$ cat config.mk
export PLATFORM = sky130hd
export DESIGN_NAME = decoder_n_scan
export DESIGN_NICKNAME = d
export VERILOG_FILES = /design/src/rtl/decoder_n_scan.sv
export SDC_FILE = /design/constraint.sdc
export NUM_CORES = 1
export LEC_CHECK = 0
export CAP_MARGIN = 20
export CORE_UTILIZATION = 44
export CTS_BUF_LIST = sky130_fd_sc_hd__clkbuf_8 sky130_fd_sc_hd__clkbuf_16
export CTS_CLUSTER_SIZE = 28
export DETAILED_ROUTE_END_ITERATION = 8
export PLACE_DENSITY = 0.82
export SLEW_MARGIN = 20
export SYNTH_ARGS = -nofsm -noshare
export SYNTH_HDL_FRONTEND = slang
export SYNTH_SLANG_ARGS = --single-unit
$ cat constraint.sdc
create_clock -name clk -period 3.22 [get_ports clk]
set_clock_uncertainty 0.1 [all_clocks]
set_input_delay 0.644 -clock clk [delete_from_list [all_inputs] [get_ports clk]]
set_output_delay 0.644 -clock clk [all_outputs]
set_load 0.005 [all_outputs]
$ cat src/rtl/decoder_n_scan.sv
// ---------------------------------------------------------------------------
// decoder_n_scan
//   Registered N-to-2^N one-hot decoder with four operating modes:
//   direct decode, walking-one scan up, walking-one scan down and hold.
//   Scan modes hold each index for DWELL clocks and pulse `wrap` for one
//   cycle whenever a step crosses the index range boundary.
//
// Parameters
//   N      select width; Out is 2^N bits wide
//   DWELL  clocks each index is held while scanning (1..255)
//
// Ports
//   clk   in   rising-edge clock
//   rst   in   synchronous active-high reset
//   E     in   enable; 0 clears Out, wrap and the dwell counter, Idx holds
//   mode  in   00=DIRECT 01=SCAN_UP 10=SCAN_DOWN 11=HOLD
//   load  in   load In as the current index (any mode)
//   In    in   select index (DIRECT) or start index (load)
//   Out   out  registered one-hot output, or all-zero when disabled/reset
//   Idx   out  registered current index
//   wrap  out  one-cycle pulse on a scan step across the range boundary
// ---------------------------------------------------------------------------
module decoder_n_scan #(
    parameter int N     = 3,
    parameter int DWELL = 1
) (
    input  logic                clk,
    input  logic                rst,
    input  logic                E,
    input  logic [1:0]          mode,
    input  logic                load,
    input  logic [N-1:0]        In,
    output logic [(1<<N)-1:0]   Out,
    output logic [N-1:0]        Idx,
    output logic                wrap
);

    localparam int W  = 1 << N;
    localparam int CW = (DWELL > 1) ? $clog2(DWELL) : 1;

    typedef enum logic [1:0] {
        DIRECT    = 2'b00,
        SCAN_UP   = 2'b01,
        SCAN_DOWN = 2'b10,
        HOLD      = 2'b11
    } mode_e;

    localparam logic [W-1:0]  ONE      = W'(1);
    localparam logic [CW-1:0] CNT_LAST = CW'(DWELL - 1);

    logic [W-1:0]  out_q, out_d;
    logic [N-1:0]  idx_q, idx_d;
    logic [CW-1:0] cnt_q, cnt_d;
    logic          wrap_q, wrap_d;

    // NOTE: every output of this block gets a default before any branch so
    // no path leaves a value unassigned and no latch is inferred.
    always_comb begin
        idx_d  = idx_q;
        cnt_d  = cnt_q;
        wrap_d = 1'b0;
        out_d  = '0;

        if (!E) begin
            // Disabled: blank the output and restart dwell on re-enable.
            cnt_d = '0;
        end else if (load || mode_e'(mode) == DIRECT) begin
            idx_d = In;
            cnt_d = '0;
            out_d = ONE << In;
        end else begin
            unique case (mode_e'(mode))
                SCAN_UP, SCAN_DOWN: begin
                    if (cnt_q == CNT_LAST) begin
                        cnt_d = '0;
                        if (mode_e'(mode) == SCAN_UP) begin
                            idx_d  = idx_q + N'(1);
                            wrap_d = (idx_q == '1);
                        end else begin
                            idx_d  = idx_q - N'(1);
                            wrap_d = (idx_q == '0);
                        end
                    end else begin
                        cnt_d = cnt_q + CW'(1);
                    end
                    // Output follows the index being registered this edge.
                    out_d = ONE << idx_d;
                end
                HOLD: begin
                    out_d = ONE << idx_q;
                end
                default: begin
                    out_d = ONE << idx_q;
                end
            endcase
        end
    end

    // NOTE: state registers use non-blocking assignments so all of them
    // update together from values sampled at the same edge.
    always_ff @(posedge clk) begin
        if (rst) begin
            out_q  <= '0;
            idx_q  <= '0;
            cnt_q  <= '0;
            wrap_q <= 1'b0;
        end else begin
            out_q  <= out_d;
            idx_q  <= idx_d;
            cnt_q  <= cnt_d;
            wrap_q <= wrap_d;
        end
    end

    assign Out  = out_q;
    assign Idx  = idx_q;
    assign wrap = wrap_q;

endmodule

== After elaboration in Yosys (flattened, before gate mapping) ==
Index checks and enable logic that the tools add are counted.
Word-level totals
  logic and storage cells: 35
  register bits after elaboration: 13
  output and inout bits: 12
  input bits: 9
Operators by class
  reductions and logical operators: 9
  shifts and indexed selects: 3
  mux-type cells: 11
  eq/ne operators: 3
  bitwise logic cells: 2
  add/subtract/negate cells: 3
Operators with widths (count)
  1-bit by 3-bit left shift with 8-bit output, first input constant: 3
  3-bit two-way mux: 7
  8-bit two-way mux: 2
  5-bit OR reduction: 1
  2-bit OR reduction: 2
  3-bit by 1-bit adder with 3-bit output, second input constant: 1
  3-bit == test, second input constant: 1
  3-bit zero test: 1
  3-bit OR reduction: 1
  3-bit by 1-bit subtractor with 3-bit output, second input constant: 1
  2-bit by 1-bit == test with 1-bit output, second input constant: 1
  2-bit == test, second input constant: 1
  2-bit zero test: 1
  1-bit two-way mux: 2
  1-bit NOT: 2
  2-bit AND reduction: 1
  2-bit nonzero test: 1
  1-bit adder, second input constant: 1
  1-bit logical OR: 1

== Longest topological paths before layout ==
Gate-level depths: netlist (run 1).
  depth in word-level cells: 9
  mapped depth: 8

== Worst setup path before layout (run 1) ==
No wires, ideal clock.
  kind: input to register
  start point: input mode[1]
  end point: register out_q[2], in the netlist Out[2]
  required time: 3.059 ns
  arrival: 2.444 ns
  stages on the path: 8
  path buffers: 0
  setup time: 0.061 ns
  path slack: 0.614 ns
  cells stage by stage: inv_1 ha_1 inv_1 fa_1 xnor2_1 mux2_4 a221oi_4 and4b_1
On the way
  longest elaborated chain between the ends: 9
  elaborated cells between the ends (all ways): 13
  classes of those cells: 2 x eq/ne; 1 x shift; 7 x mux; 3 x reduce/logical
RTL lines
  start, declared: RTL line 30  | input logic [1:0] mode,
  2-bit by 1-bit == test with 1-bit output: RTL line 72, 76
  3-bit two-way mux: RTL line 76  | if (mode_e'(mode) == SCAN_UP) begin
  3-bit two-way mux: RTL line 74  | if (cnt_q == CNT_LAST) begin
  3-bit two-way mux: RTL line 72  | unique case (mode_e'(mode))
  3-bit two-way mux: RTL line 67  | end else if (load || mode_e'(mode) == DIRECT) begin
  3-bit two-way mux: RTL line 64  | if (!E) begin
  1-bit by 3-bit left shift with 8-bit output: RTL line 87  | out_d = ONE << idx_d;
  8-bit two-way mux
  8-bit two-way mux *: RTL line 67
  end signal, assigned: RTL line 108  | out_q <= out_d;
  end, declared: RTL line 51  | logic [W-1:0] out_q, out_d;
Mark *: on every way between the ends. The rest lies on a longest branch, timed or not. The select of a mux whose other input is x is not followed.
A chain may end at the register's enable or synchronous reset.

== Final worst setup path (run 1) ==
Ends and elaborated chain as after synthesis.

==> flow_summary.yaml, run 1 <==
critical_path:
  start_kind: "input pin"
  cp_max_fo: 6
  end_kind: "flop"
  cp-startpoint: "mode[1]"
  critPathBufInv: 3
  r2r_end: "Out[2]"
  cp.required_ps: 3300
  max_stage_delay_ps: 410
  worst-setup-path-type: "input pin to flop"
  rrSetupSlack_ps: 1110
  cp_slowest_cell: "clkdlybuf4s50_1"
  crit_end: "Out[2]"
  r2r_start: "Idx[0]"
  path_cells: "clkdlybuf4s50_1, inv_1, ha_1, inv_1, fa_1, xnor2_1, mux2_4, a221oi_4, and4b_1"
  critical_path_arrival_ps: 2910
  ff2ff_path_depth: 5
  crit_family: "adder cells"
  cp_common_cell: "inv_1"
  cp.depth: 9
logic_synthesis:
  synth_nets: 85
  netlist_instances: 73
  seq_area_frac_synth: 0.354
  synth_top_area_share: 0.354
  avgSynthCellArea_um2: 9.31
  synthArstFlopShare: 0
  synth_area_leaders: "dfxtp_1, nor2_1, a221oi_4"
  synth.distinct_cells: 38
  synth_flop_cell: "dfxtp_1"
  yosys-top-cells-count: "dfxtp_1, nor2_1, inv_1"
  ys_warn_count: 0
  synth_edf_count: 0
  netlist_area_um2: 679
  synthMostInstantiatedCell: "dfxtp_1"
  synth_top_area_cell: "dfxtp_1"
  yosys_register_bits: 12
timing:
  finalSetupViolations: 0
  slew_headroom: 0.713
  hold-worst-slack_ps: 505
  rsz0062_at_grt: "no"
  finalCriticalPeriod_ps: 2840
  slew_viol_final: 0
  period_share: 0.882
  hold_viol: 0
  worst_slew_pin_slew_ps: 426
  fin_tns_setup_ps: 0
  fmax_mhz: 352
clock_network:
  clock_sinks: 12
  cts-resized-gates: 0
  cts_tree: "built"
  root_buffer: "clkbuf_8"
  clkLatencyLatePin_ps: 240
  postCtsSetupRepairBufs: 0
  clkTransAtPathRegs_ps: 50
  holdBufCountCts: 0
  cts_buffers: 3
  htreeDepth: 1
  clock_path_buffers: 2
routing:
  dr.pass1.iters: 4
  via_per_inst: 5.56
  drc_errors: 0
  num_vias: 612
  drt_iter0_markers: 6
  ant_nets: 0
  routed_wirelength_um: 1490
  routedWlPerCell_um: 13.6
hold_path:
  hp-class: "flop to flop"
  min-delay-start: "Idx[0]"
finish:
  layout-drive-gt1-share: 0.126
  n_antenna_cell: 0
  instances_no_fill: 110
  syn_to_final_growth_pct: 37.9
  nets: 108
power:
  p_sw_mw: 0.109
  swShare: 0.254
  p_int_mw: 0.319
  p_comb_frac: 0.241
  ir_worst_vdd_uv: 302
  p_seq_frac: 0.385
  powerDensity_nw_per_um2: 456
  p_clk_frac: 0.374
  p_leak_nw: 0.358
job:
  max-cap-violations: 0
floorplan:
  fp.dieW_um: 41.3
  floorplan.initialDensity: 0.497
  core_region_area_um2: 1370
  top_level_ports: 21
  std_cell_rows: 13
  die_h_um: 41.3
  dieArea_um2: 1710
placed_design:
  dp.cells: 106
  place.gp.congestion: 0.867
  dp_hpwl_um: 1150
  io_buffers: 20
grt:
  grt_usage: 0.216
  grt_pass1_wl_um: 2300
  grt_overflow: 0
  grt_pass1_vias: 545
  antenna_found_initial: 0
  grt_max_degree: 13
outcome:
  status: "finished clean"
==> routing by layer <==
layer | track usage | wire length [um] | share of wire
met4 | 0.169 | 58 | 0.039
met2 | 0.383 | 750 | 0.50
met5 | 0 | 0 | 0
met1 | 0.217 | 628 | 0.42
met3 | 0.0479 | 54 | 0.036
==> worst register-to-register path, delay by kind of cell (launching register included) <==
kind	cells	cell delay, ps
adder cells (fa/ha/maj)	1	470
flip-flops	1	390
multiplexers	1	340
AO/OA/AOI/OAI	1	270
AND/OR/NAND/NOR	1	250
XOR/XNOR	1	240
==> cells by family after synthesis <==
family,share of synthesized area
xor+xnor,0.0258
flops,0.354
buf+inv,0.0571
compound gates,0.171
mux,0.0368
fa+ha+maj,0.0663
simple gates,0.289
==> flip-flops by register name, summed over array words and instances (netlist names) <==
| register | count |
|---|---|
| wrap | 1 |
| Out | 8 |
| Idx | 3 |
==> cell usage in the layout (no fill, tap or decap), drive strengths merged, types with 3 or more instances in the layout <==
master | synthesis | routed
inv | 4 | 4
nor3b | 3 | 3
dfxtp | 12 | 12
nor2 | 9 | 9
clkdlybuf4s50 | 0 | 20
nand2 | 3 | 3
nor3 | 3 | 3
a21oi | 3 | 3
clkbuf | 0 | 4
nor2b | 3 | 3
==> per-stage QoR <==
stage                     utilization  instance area (um2)  power [mW]  setup slack, ps
after CTS                       0.686                  937       0.429              371
after global placement          0.646                  882       0.266              246
after floorplan                     -                  679       0.231              614
after global routing            0.686                  937       0.448              255
final                           0.686                  937       0.427              381
after detailed placement        0.646                  882       0.269              123
==> power groups by stage <==
stage	logic, mW	clock network [mW]	registers (mW)
after floorplan	0.0665	0	0.164
after global placement	0.0989	0	0.167
after detailed placement	0.102	0	0.167
after CTS	0.103	0.162	0.164
after global routing	0.111	0.172	0.166
final	0.103	0.160	0.164
==> final cells by class <==
class / count / area (um2)
tap: 15 / 18.8
inverter: 4 / 15.0
clock buffer: 4 / 55.1
timing repair buffer: 21 / 208
multi-input combinational: 54 / 400
fill: 118 / 429
sequential: 12 / 240
==> worst min-delay path by stage <==
stage | to | slack (ps) | cells past startpoint
final | wrap | 500 | 2
after global routing | wrap | 540 | 2
after CTS | wrap | 510 | 2
after floorplan | wrap | 440 | 2
after detailed placement | wrap | 500 | 2
after global placement | Idx[1] | 480 | 2
(Power assumes the default switching activity.)
==> inputs of run 2 (changes only) <==
--- a/config.mk
+++ b/config.mk
@@ -5,6 +5,7 @@
 export SDC_FILE = /design/constraint.sdc
 export NUM_CORES = 1
 export LEC_CHECK = 0
+export ABC_AREA = 0
 export CAP_MARGIN = 20
 export CORE_UTILIZATION = 44
 export CTS_BUF_LIST = sky130_fd_sc_hd__clkbuf_8 sky130_fd_sc_hd__clkbuf_16
==> results of run 2 <==
Same layout as run 1: the final DEF is identical, and so are final timing and power.
==> inputs of run 3 (changes only) <==
--- a/config.mk
+++ b/config.mk
@@ -9,6 +9,7 @@
 export CAP_MARGIN = 20
 export CORE_UTILIZATION = 44
 export CTS_BUF_LIST = sky130_fd_sc_hd__clkbuf_8 sky130_fd_sc_hd__clkbuf_16
+export CTS_CLUSTER_DIAMETER = 100
 export CTS_CLUSTER_SIZE = 28
 export DETAILED_ROUTE_END_ITERATION = 8
 export PLACE_DENSITY = 0.82
==> results of run 3 <==
Same layout as run 1: the final DEF is identical, and so are final timing and power.
